$ cat src/rtl/reset_seq_pkg.sv
// Shared definitions for the reset sequencer: FSM state codes and counter sizing.
package reset_seq_pkg;

    typedef logic [1:0] state_t;

    localparam state_t HOLD     = 2'd0;
    localparam state_t REL_WAIT = 2'd1;
    localparam state_t GAP      = 2'd2;
    localparam state_t DONE     = 2'd3;

    // Wide enough to hold the largest of the three limits without wrapping.
    function automatic int unsigned cnt_w(input int unsigned a, input int unsigned b,
                                          input int unsigned c);
        int unsigned m;
        m = a;
        if (b > m) m = b;
        if (c > m) m = c;
        return $clog2(m) + 1;
    endfunction

endpackage

$ cat src/rtl/seq_cnt.sv
// Loadable saturating up-counter with clear; flags the edge on which the limit is reached.
module seq_cnt #(
    parameter int unsigned W = 5
) (
    input  logic         clk,
    input  logic         rst,
    input  logic         clr,
    input  logic         load,
    input  logic [W-1:0] load_val,
    input  logic         en,
    input  logic [W-1:0] limit,
    output logic         last
);

    logic [W-1:0] cnt_q;

    always_ff @(posedge clk) begin
        if (rst || clr) begin
            cnt_q <= '0;
        end else if (load) begin
            cnt_q <= load_val;
        end else if (en && (cnt_q != '1)) begin
            cnt_q <= cnt_q + 1'b1;
        end
    end

    // High when the current enabled edge is the limit-th one since the last clear.
    assign last = en && (cnt_q == (limit - 1'b1));

endmodule

$ cat src/rtl/reset_sequencer.sv
// Releases NUM_STAGES reset domains in order, each after the previous reports ready or times out.
module reset_sequencer #(
    parameter int unsigned NUM_STAGES = 4,
    parameter int unsigned MIN_ASSERT = 4,
    parameter int unsigned STAGE_DLY  = 2,
    parameter int unsigned TMO_CYC    = 16
) (
    input  logic                          clk,
    input  logic                          rst,
    input  logic                          sw_rst_req,
    input  logic [NUM_STAGES-1:0]         stage_rdy,
    output logic [NUM_STAGES-1:0]         stage_rstn,
    output logic [$clog2(NUM_STAGES):0]   cur_stage,
    output logic                          seq_done,
    output logic                          seq_err
);
    import reset_seq_pkg::*;

    localparam int unsigned CW = cnt_w(MIN_ASSERT, STAGE_DLY, TMO_CYC);
    localparam int unsigned SW = $clog2(NUM_STAGES) + 1;

    state_t                state_q, state_d;
    logic [NUM_STAGES-1:0] rstn_d;
    logic [SW-1:0]         cur_d;
    logic                  done_d, err_d;
    logic                  cnt_clr, cnt_en, cnt_last;
    logic [CW-1:0]         cnt_limit;
    logic                  rdy_cur;
    logic                  last_stage;

    seq_cnt #(
        .W (CW)
    ) u_cnt (
        .clk      (clk),
        .rst      (rst),
        .clr      (cnt_clr),
        .load     (1'b0),
        .load_val ({CW{1'b0}}),
        .en       (cnt_en),
        .limit    (cnt_limit),
        .last     (cnt_last)
    );

    always_comb begin
        rdy_cur = 1'b0;
        for (int unsigned k = 0; k < NUM_STAGES; k++) begin
            if (cur_stage == SW'(k)) rdy_cur = stage_rdy[k];
        end
    end

    assign last_stage = (cur_stage == SW'(NUM_STAGES - 1));

    always_comb begin
        state_d   = state_q;
        rstn_d    = stage_rstn;
        cur_d     = cur_stage;
        done_d    = seq_done;
        err_d     = seq_err;
        cnt_clr   = 1'b0;
        cnt_en    = 1'b0;
        cnt_limit = '0;

        if (sw_rst_req) begin
            state_d = HOLD;
            rstn_d  = '0;
            cur_d   = '0;
            done_d  = 1'b0;
            err_d   = 1'b0;
            cnt_clr = 1'b1;
        end else begin
            case (state_q)
                HOLD: begin
                    cnt_limit = CW'(MIN_ASSERT);
                    cnt_en    = 1'b1;
                    if (cnt_last) begin
                        rstn_d[0] = 1'b1;
                        cur_d     = '0;
                        state_d   = REL_WAIT;
                        cnt_clr   = 1'b1;
                    end
                end
                REL_WAIT: begin
                    cnt_limit = CW'(TMO_CYC);
                    cnt_en    = !rdy_cur;
                    // Ready wins over a coincident timeout, so the error only sets without ready.
                    if (rdy_cur || cnt_last) begin
                        if (!rdy_cur) err_d = 1'b1;
                        cnt_clr = 1'b1;
                        if (last_stage) begin
                            state_d = DONE;
                            done_d  = 1'b1;
                        end else begin
                            state_d = GAP;
                        end
                    end
                end
                GAP: begin
                    cnt_limit = CW'(STAGE_DLY);
                    cnt_en    = 1'b1;
                    if (cnt_last) begin
                        for (int unsigned k = 0; k < NUM_STAGES; k++) begin
                            if (SW'(k) == cur_stage + 1'b1) rstn_d[k] = 1'b1;
                        end
                        cur_d   = cur_stage + 1'b1;
                        state_d = REL_WAIT;
                        cnt_clr = 1'b1;
                    end
                end
                default: ;
            endcase
        end
    end

    always_ff @(posedge clk) begin
        if (rst) begin
            state_q    <= HOLD;
            stage_rstn <= '0;
            cur_stage  <= '0;
            seq_done   <= 1'b0;
            seq_err    <= 1'b0;
        end else begin
            state_q    <= state_d;
            stage_rstn <= rstn_d;
            cur_stage  <= cur_d;
            seq_done   <= done_d;
            seq_err    <= err_d;
        end
    end

endmodule
$ cat config.mk
export PLATFORM = sky130hd
export DESIGN_NAME = reset_sequencer
export DESIGN_NICKNAME = d
export VERILOG_FILES = /design/src/rtl/reset_seq_pkg.sv /design/src/rtl/seq_cnt.sv /design/src/rtl/reset_sequencer.sv
export SDC_FILE = /design/constraint.sdc
export NUM_CORES = 1
export LEC_CHECK = 0
export ABC_AREA = 1
export CAP_MARGIN = 30
export CORE_MARGIN = 2
export CORE_UTILIZATION = 56
export DETAILED_ROUTE_END_ITERATION = 8
export PLACE_DENSITY = 0.83
export REMOVE_ABC_BUFFERS = 1
export SYNTH_ARGS = -nofsm -noshare
export SYNTH_HDL_FRONTEND = slang
export SYNTH_SLANG_ARGS = --single-unit
$ cat constraint.sdc
create_clock -name clk -period 2.79 [get_ports clk]
set_clock_uncertainty 0.1 [all_clocks]
set_input_delay 0.558 -clock clk [delete_from_list [all_inputs] [get_ports clk]]
set_output_delay 0.558 -clock clk [all_outputs]
set_load 0.02 [all_outputs]
* Yosys cells after proc, flatten, opt, wreduce, memory -nomap -nowiden
Index checks and enable logic that the tools add are counted.
Cells by class: multiplexer cells 23, bitwise operators 1, reductions and logical operators 20, eq/ne operators 15, add/sub/neg operators 3
Operators by type and width (number):
- 3-bit AND reduction | 7
- 5-bit one-hot mux with 3 select lines | 1
- 1-bit 2-to-1 mux | 12
- 2-bit != test (second input constant) | 4
- 2-bit by 3-bit equality test with 1-bit output (first input constant) | 2
- 3-bit by 2-bit equality test with 1-bit output (second input constant) | 2
- 3-bit logical NOT | 2
- 3-bit 2-to-1 mux | 2
- 1-bit one-hot mux with 2 select lines | 3
- 3-bit one-hot mux with 2 select lines | 1
- 5-bit by 1-bit adder with 5-bit output (second input constant) | 1
- 5-bit equality test | 1
- 5-bit 2-to-1 mux | 1
- 5-bit != test (second input constant) | 1
- 5-bit by 1-bit subtractor with 5-bit output (second input constant) | 1
- 2-bit 2-to-1 mux | 2
- 2-bit one-hot mux with 2 select lines | 1
- 4-bit AND reduction | 1
- 2-bit nonzero test | 2
- 2-bit OR reduction | 2
- 3-bit by 1-bit adder with 3-bit output (second input constant) | 1
- 1-bit by 3-bit equality test with 1-bit output (first input constant) | 1
- 3-bit by 1-bit equality test with 1-bit output (second input constant) | 1
- 2-bit by 1-bit equality test with 1-bit output (second input constant) | 1
- 7 further kinds | 9
Word-level totals: word-level logic and storage cells 71, input bits 7, output and inout bits 9, flip-flop bits (word level) 16

* Depth between registers and ports, before layout
Gate-level depths: netlist (run 1).
word-level depth 14, gate-level depth with buffers 12

* By module
A second synthesis (run 1) with hierarchy kept.
Second synthesis, totals: cell total of the unflattened synthesis 183, area total of the unflattened synthesis 1157.4 um^2
Modules (own cells, without submodules):
- reset_sequencer | cells each 86, seq. area each 220.2 um^2, instances 1, area each 635.6 um^2
- seq_cnt | cells each 97, seq. area each 100.1 um^2, instances 1, area each 521.8 um^2

* Worst setup path before layout (run 1)
OpenSTA, ideal clock, no wires.
path type reg-to-reg, from reg cur_stage[1], to reg u_cnt.cnt_q[1], buffers on the path 0, cell stages (with the launch flop) 13, library setup time 66 ps, data arrival time 1733 ps, slack 890 ps, clock period less this slack 1900 ps, required time 2624 ps, path through dfxtp_1 > ha_1 > ha_1 > inv_1 > nand2_1 > nor2_1 > nand2_1 > nand2_1 > nand2_2 > nand2_1 > nor2_1 > nand2_1 > a21oi_2
Between the ends: cells in the longest elaborated chain, start to end 14, elaborated cells on any way between the ends 19, classes of those cells eq/ne: 3; mux: 10; reduce/logical: 6
Ends and longest elaborated chain:
- start: declaration | RTL line reset_sequencer.sv:13 | output logic [$clog2(NUM_STAGES):0] cur_stage,
- start signal: assignment | RTL line reset_sequencer.sv:124 | cur_stage <= cur_d;
- 3-bit logical NOT | RTL line reset_sequencer.sv:47 | if (cur_stage == SW'(k)) rdy_cur = stage_rdy[k];
- 1-bit 2-to-1 mux (3 in series) | RTL line reset_sequencer.sv:47
- 1-bit 2-to-1 mux (*) | RTL line reset_sequencer.sv:47
- 1-bit logical NOT
- 1-bit one-hot mux with 2 select lines | RTL line reset_sequencer.sv:71 | case (state_q)
- 1-bit 2-to-1 mux | RTL line reset_sequencer.sv:63 | if (sw_rst_req) begin
- 1-bit logical AND | RTL line seq_cnt.sv:28 | assign last = en && (cnt_q == (limit - 1'b1));
- 1-bit logical OR | RTL line reset_sequencer.sv:86 | if (rdy_cur || cnt_last) begin
- 1-bit 2-to-1 mux | RTL line reset_sequencer.sv:86
- 1-bit one-hot mux with 2 select lines | RTL line reset_sequencer.sv:71
- 1-bit 2-to-1 mux | RTL line reset_sequencer.sv:63
- 1-bit logical OR | RTL line seq_cnt.sv:18 | if (rst || clr) begin
- end signal: assignment | RTL line seq_cnt.sv:21 | cnt_q <= load_val;
- end signal: assignment | RTL line seq_cnt.sv:23 | cnt_q <= cnt_q + 1'b1;
- end: declaration | RTL line seq_cnt.sv:15 | logic [W-1:0] cnt_q;
Every way passes the cells marked *; elsewhere a longest branch is shown, timed or not. A chain may end at the register's enable or synchronous reset.

* Final worst setup path (run 1)
from reg cur_stage[1], to reg u_cnt.cnt_q[3]
The elaborated chain is that of the path after synthesis.

==> run summary, run 1 <==
Outcome = completed
Critical path's most frequent cell = nand2_1
Setup TNS = 0 ns
Dpl hpwl = 1740 um
Hold_sp = seq_err$_SDFFE_PP0P_
CP startpoint kind = flip-flop
Layout area overhead = 22.1%
R2R setup slack = 0.63 ns
Maxcap violations = 0
Port-buffer cells = 15
Cells after synthesis = 144
Hold Vio Cnt, Final = 0
Vias in the first global route = 886
Chip width = 46.7 um
Routed Antenna Nets = 0
Core Util, Final = 0.722
Synth Area in Simple Gates = 0.350
DIE AREA = 2180 sq um
Final Power = 425 uW
Synth cell count leaders = nand2_1, nor2_1, inv_1
Largest net degree at the start of global routing = 10
Worst R2R Start = cur_stage[1]$_SDFFE_PP0P_
Pwr Density = 341 nW/um^2
Avg WL per Cell = 11.5 um
RSZ-0062 raised after global routing = false
Critical path cell sequence = ha_1, ha_1, inv_1, nand2_1, nor2_1, nand2_1, nand2_1, nand2_2, nand2_1, nor2_1, nand2_1, a21oi_2
Core box area = 1730 sq um
Postcts setup bufs = 0
Max FO, Critical Path = 6
Number of synthesized flops with an enable pin = 0
DRC errors left = 0
CTS sink cnt = 16
Drt pass-1 iters = 4
Max Freq = 463 MHz
Clock buffer count from CTS = 3
Vias = 921
Layout Cells excl Fill = 189
YS warnings = 0
FF+latch count, synth = 16
GPL Wtd Cong = 0.855
# setup viols final = 0
Worst path max stage delay = 0.44 ns
CTS Buffer Depth = 2
Hold depth = 2
Largest family of logic cells by synthesized area = simple AND/OR/NAND/NOR gates
Worst path slowest cell = dfxtp_1
Reg area = 320 sq um
Post-Synth Adder-Cell Area = 0.135
GRT overflow = 0
Vias/cell = 4.87
WP data required = 2.93 ns
Die H = 46.7 um
Worst-Margin Slew = 0.323 ns
Row count = 15
Count leader, synth = nand2_1
Placed instance count = 185
Mux cell area share after synthesis = 0
R2r endpoint = u_cnt.cnt_q[3]$_SDFFE_PP0P_
PostCTS Resize Cnt = 0
Top_reg_cell synth = dfxtp_1
Fin. max-slew vios = 0
CTS clock-pin slew for the worst setup and hold paths = 0.11 ns
Clock Latency Late Sink = 0.30 ns
Distinct cells, synth = 23
Crit path time final = 2.16 ns
Area of the multi-input gates = 622 sq um
Starting Density = 0.591
Seq/Total Area, Yosys = 0.314
Top area cells in the synthesized netlist = dfxtp_1, nand2_1, ha_1
Post-synth top area cell = dfxtp_1
Netlist Area Pre-Place = 1020 sq um
Syn Area/Cell = 7.09 sq um
Routed wire length = 2170 um
Crit. End Element = flip-flop
IO Count = 16
VDD IR-drop max = 0.345 mV
Top cell type's share of synthesized area = 0.314
Root Driver = clkbuf_4
Lkg Pwr = 0.529 nW
Crit share post-route = 0.774
Cts hold-fix bufs = 0
Worst Hold End = seq_err$_SDFFE_PP0P_
HP Class = reg -> reg
Critical path type = reg -> reg
Synth Area in Compound Gates = 0.107
Reg2Reg Depth = 12
CTS tree = done
# diodes = 0
CTS H-tree depth = 1
Layout cells sized above 1 = 0.146
Antenna violations before repair = 0
Ys async rst share = 0
Gr usage total = 0.237
Synth Area in XOR/XNOR = 0.0172
First-pass GRT wire length = 3640 um
Nets = 183
Crit path DAT = 2.30 ns
Number of fill cells = 158
Initial DRC count = 14
Max_slew headroom = 0.784
==> how the worst max path moves through the flow <==
stage	startpoint	endpoint	slack, ns	cells after the start
after floorplan	cur_stage[1]$_SDFFE_PP0P_	u_cnt.cnt_q[1]$_SDFFE_PP0P_	0.89	12
after global placement	stage_rdy[1]	u_cnt.cnt_q[1]$_SDFFE_PP0P_	0.61	10
after detailed placement	stage_rdy[1]	u_cnt.cnt_q[3]$_SDFFE_PP0P_	0.49	10
after CTS	cur_stage[1]$_SDFFE_PP0P_	u_cnt.cnt_q[3]$_SDFFE_PP0P_	0.64	12
after global routing	cur_stage[1]$_SDFFE_PP0P_	u_cnt.cnt_q[1]$_SDFFE_PP0P_	0.41	12
final	cur_stage[1]$_SDFFE_PP0P_	u_cnt.cnt_q[3]$_SDFFE_PP0P_	0.63	12
==> flip-flops by register name, summed over array words and instances, names as in the netlist <==
signal,cells
cur_stage,3
seq_done,1
seq_err,1
stage_rstn,4
state_q,2
u_cnt.cnt_q,5
==> power by group <==
group          internal [mW]  switching [mW]
Sequential             0.229         0.00104
Combinational         0.0137          0.0178
Clock                 0.0796          0.0834
Total                  0.322           0.102
==> stage by stage <==
| step | setup WS (ns) | hold slack [ns] | cell area, sq um |
|---|---|---|---|
| finish | 0.630 | 0.377 | 1250 |
| floorplan | 0.890 | 0.366 | 1020 |
| global placement | 0.609 | 0.336 | 1210 |
| detailed placement | 0.485 | 0.359 | 1210 |
| global route | 0.412 | 0.407 | 1250 |
| CTS | 0.642 | 0.382 | 1250 |
==> worst max-delay path, delay by kind of cell (launching register included) <==
family / cells / cell delay [ns]
AO/OA/AOI/OAI: 1 / 0.15
adder cells (fa/ha/maj): 2 / 0.44
buffers and inverters: 1 / 0.07
flip-flops: 1 / 0.44
AND/OR/NAND/NOR: 8 / 0.88
==> cell type report <==
cell class,instances,area share
clock buffer,4,0.0291
inverter,21,0.0633
multi-input combinational,107,0.499
sequential,16,0.257
tap,25,0.0251
timing repair buffer,16,0.127
==> cell families (layout without fill, tap and decap cells) <==
| group | count (synthesis) | after routing |
|---|---|---|
| simple gates | 78 | 78 |
| buf+inv | 21 | 41 |
| compound gates | 16 | 16 |
| flops | 16 | 16 |
| fa+ha+maj | 11 | 11 |
| xor+xnor | 2 | 2 |
==> cells in the final DEF, fill, tap and decap left out <==
cell type / Yosys / routed
nand2_1: 37 / 37
nor2_1: 24 / 24
inv_1: 18 / 18
dfxtp_1: 16 / 16
clkdlybuf4s50_1: 0 / 15
ha_1: 11 / 11
a21oi_1: 7 / 7
a21oi_2: 5 / 5
nand3_1: 3 / 3
nand2_2: 3 / 3
nand3_2: 3 / 3
nand4_1: 3 / 3
clkbuf_4: 0 / 3
o21ai_2: 2 / 2
inv_2: 2 / 2
xor2_1: 1 / 1
o21ai_1: 1 / 1
nor2_2: 1 / 1
nand2_4: 1 / 1
nor2_4: 1 / 1
clkinv_1: 1 / 1
nand4_2: 1 / 1
o21a_1: 1 / 1
nor3_1: 1 / 1
xnor2_1: 1 / 1
clkbuf_8: 0 / 1
buf_4: 0 / 1
==> layer usage <==
layer,global-route usage,up-vias,share of wire
li1,-,489,-
met1,0.299,412,0.46
met2,0.408,16,0.49
met3,0.0353,4,0.032
met4,0.0833,0,0.015
met5,0,-,0
No activity file was read; power rests on OpenSTA's default activity.
==> run 2: changes to the inputs <==
--- a/config.mk
+++ b/config.mk
@@ -8,9 +8,9 @@
 export ABC_AREA = 1
 export CAP_MARGIN = 30
 export CORE_MARGIN = 2
-export CORE_UTILIZATION = 56
+export CORE_UTILIZATION = 52
 export DETAILED_ROUTE_END_ITERATION = 8
-export PLACE_DENSITY = 0.83
+export PLACE_DENSITY = 0.78
 export REMOVE_ABC_BUFFERS = 1
 export SYNTH_ARGS = -nofsm -noshare
 export SYNTH_HDL_FRONTEND = slang
==> constraint.sdc (replaced) <==
create_clock -name clk -period 2.2 [get_ports clk]
set_clock_uncertainty 0.1 [all_clocks]
set_input_delay 0.44 -clock clk [delete_from_list [all_inputs] [get_ports clk]]
set_output_delay 0.44 -clock clk [all_outputs]
set_load 0.02 [all_outputs]
==> run 2 against run 1 <==
  * Via count is 2.1% higher
  * Total power is 15% higher
  * Maximum frequency up 7.8%
  * Wire length is 3.3% lower
  * Non-clock buffer count unchanged
  * Combinational power is 34% higher
  * Die area up 7.0%
  * Global-route usage shrank 3.7 points
  * Clock-buffer cell count shrank 1
  * First-iteration DRC count increased by 21%
==> run summary, run 2 (synthesis gave the netlist of run 1 again) <==
Vias = 940
Seq pwr share = 0.598
Largest register by flop count = u_cnt.cnt_q
Vias/cell = 4.95
Crit share post-route = 0.911
Clock buffer count from CTS = 3
Crit. End Element = flip-flop
# setup viols final = 0
Max_slew headroom = 0.786
CTS clock-pin slew for the worst setup and hold paths = 0.09 ns
Largest net degree at the start of global routing = 10
Chip width = 48.3 um
Max FO, Critical Path = 6
# diodes = 0
CTS tree = done
WP data required = 2.33 ns
Maxcap violations = 0
Postcts setup bufs = 0
Antenna violations before repair = 0
Routed Antenna Nets = 0
Crit path DAT = 2.14 ns
Place WS = 0.0526 ns
RSZ-0062 raised after global routing = false
Hold_sp = seq_done$_SDFFE_PP0P_
Fin Hold WS = 0.350 ns
Layout area overhead = 22.3%
GRT overflow = 0
Crit. Startpoint = cur_stage[1]$_SDFFE_PP0P_
Max Freq = 499 MHz
Setup WS post-layout = 0.195 ns
Lkg Pwr = 0.525 nW
Outcome = completed
CP startpoint kind = flip-flop
PostCTS Resize Cnt = 0
Placed instance count = 187
Port-buffer cells = 15
Nets = 183
CTS sink cnt = 16
DIE AREA = 2330 sq um
Clock Latency Late Sink = 0.29 ns
Initial DRC count = 17
Setup TNS = 0 ns
Root Driver = clkbuf_4
Gr usage total = 0.200
Routed wire length = 2100 um
Core box area = 1900 sq um
R2R setup slack = 0.20 ns
Layout cells sized above 1 = 0.166
IO Count = 16
Starting Density = 0.537
Max reg flops = 5
Avg WL per Cell = 11.0 um
Layout Cells excl Fill = 190
VDD IR-drop max = 0.269 mV
Most frequent cells in the layout = nand2_1, nor2_1, inv_1
Drt pass-1 iters = 4
Clk pwr share = 0.316
Hold Vio Cnt, Final = 0
Vias in the first global route = 859
Reg2Reg Depth = 12
Top Registers = u_cnt.cnt_q: 5 flops, stage_rstn: 4 flops, cur_stage: 3 flops
Row count = 16
Most common cell after layout, fill and taps aside = nand2_1
Worst-Margin Slew = 0.321 ns
CTS H-tree depth = 1
Cts hold-fix bufs = 0
First-pass GRT wire length = 3700 um
Crit path time final = 2.00 ns
Sw Ratio = 0.238
GPL Wtd Cong = 0.852
Dpl hpwl = 1640 um
CTS Buffer Depth = 2
Worst R2R Start = cur_stage[1]$_SDFFE_PP0P_
Final Power = 488 uW
Pwr Density = 391 nW/um^2
Pint = 372 uW
Hold depth = 2
Sw power = 116 uW
Logic gate share of total power = 0.086
DRC errors left = 0
HP Class = reg -> reg
Die H = 48.3 um
Critical path type = reg -> reg
Fin. max-slew vios = 0
run 2: power by group through the flow:
stage	clock (mW)	sequential, mW	combinational (mW)
after CTS	0.158	0.292	0.0405
after floorplan	0	0.298	0.0221
final	0.154	0.292	0.0421
after global routing	0.169	0.292	0.0463
after global placement	0	0.298	0.0392
after detailed placement	0	0.298	0.0405
run 2: stage by stage:
stage          utilization  cell area (sq um)
6_report             0.657               1250
3_3_place_gp         0.638               1210
3_5_place_dp         0.638               1210
2_1_floorplan            -               1020
5_1_grt              0.657               1250
4_1_cts              0.649               1230
run 2: metal layers:
| layer | part of all wire | vias to the layer above | GRT usage |
|---|---|---|---|
| met1 | 0.47 | 421 | 0.248 |
| met5 | 0 | - | 0 |
| met4 | 0.019 | 0 | 0.0952 |
| met2 | 0.46 | 22 | 0.326 |
| li1 | - | 492 | - |
| met3 | 0.053 | 5 | 0.0494 |
run 2: worst paths after layout:
path,to
setup / recovery,u_cnt.cnt_q[2]$_SDFFE_PP0P_
hold / removal,seq_done$_SDFFE_PP0P_
setup reg to reg,u_cnt.cnt_q[2]$_SDFFE_PP0P_
hold reg to reg,seq_done$_SDFFE_PP0P_
run 2: final cells by class:
type,count,area [sq um]
flip-flops and latches,16,323
multi-input cells,107,633
well taps,27,33.8
fillers,162,653
inverters,21,78.8
clock buffers,3,22.5
repair buffers,16,158
run 2: critical path, stage by stage (launching register included):
cell and delay (ns):
dfxtp_2 0.39, ha_1 0.21, ha_1 0.21, inv_1 0.08
nand2_1 0.08, nor2_1 0.04, nand2_1 0.05, nand2_1 0.12
nand2_2 0.16, nand2_1 0.12, nor2_4 0.16, nand2_1 0.10
a21oi_2 0.13
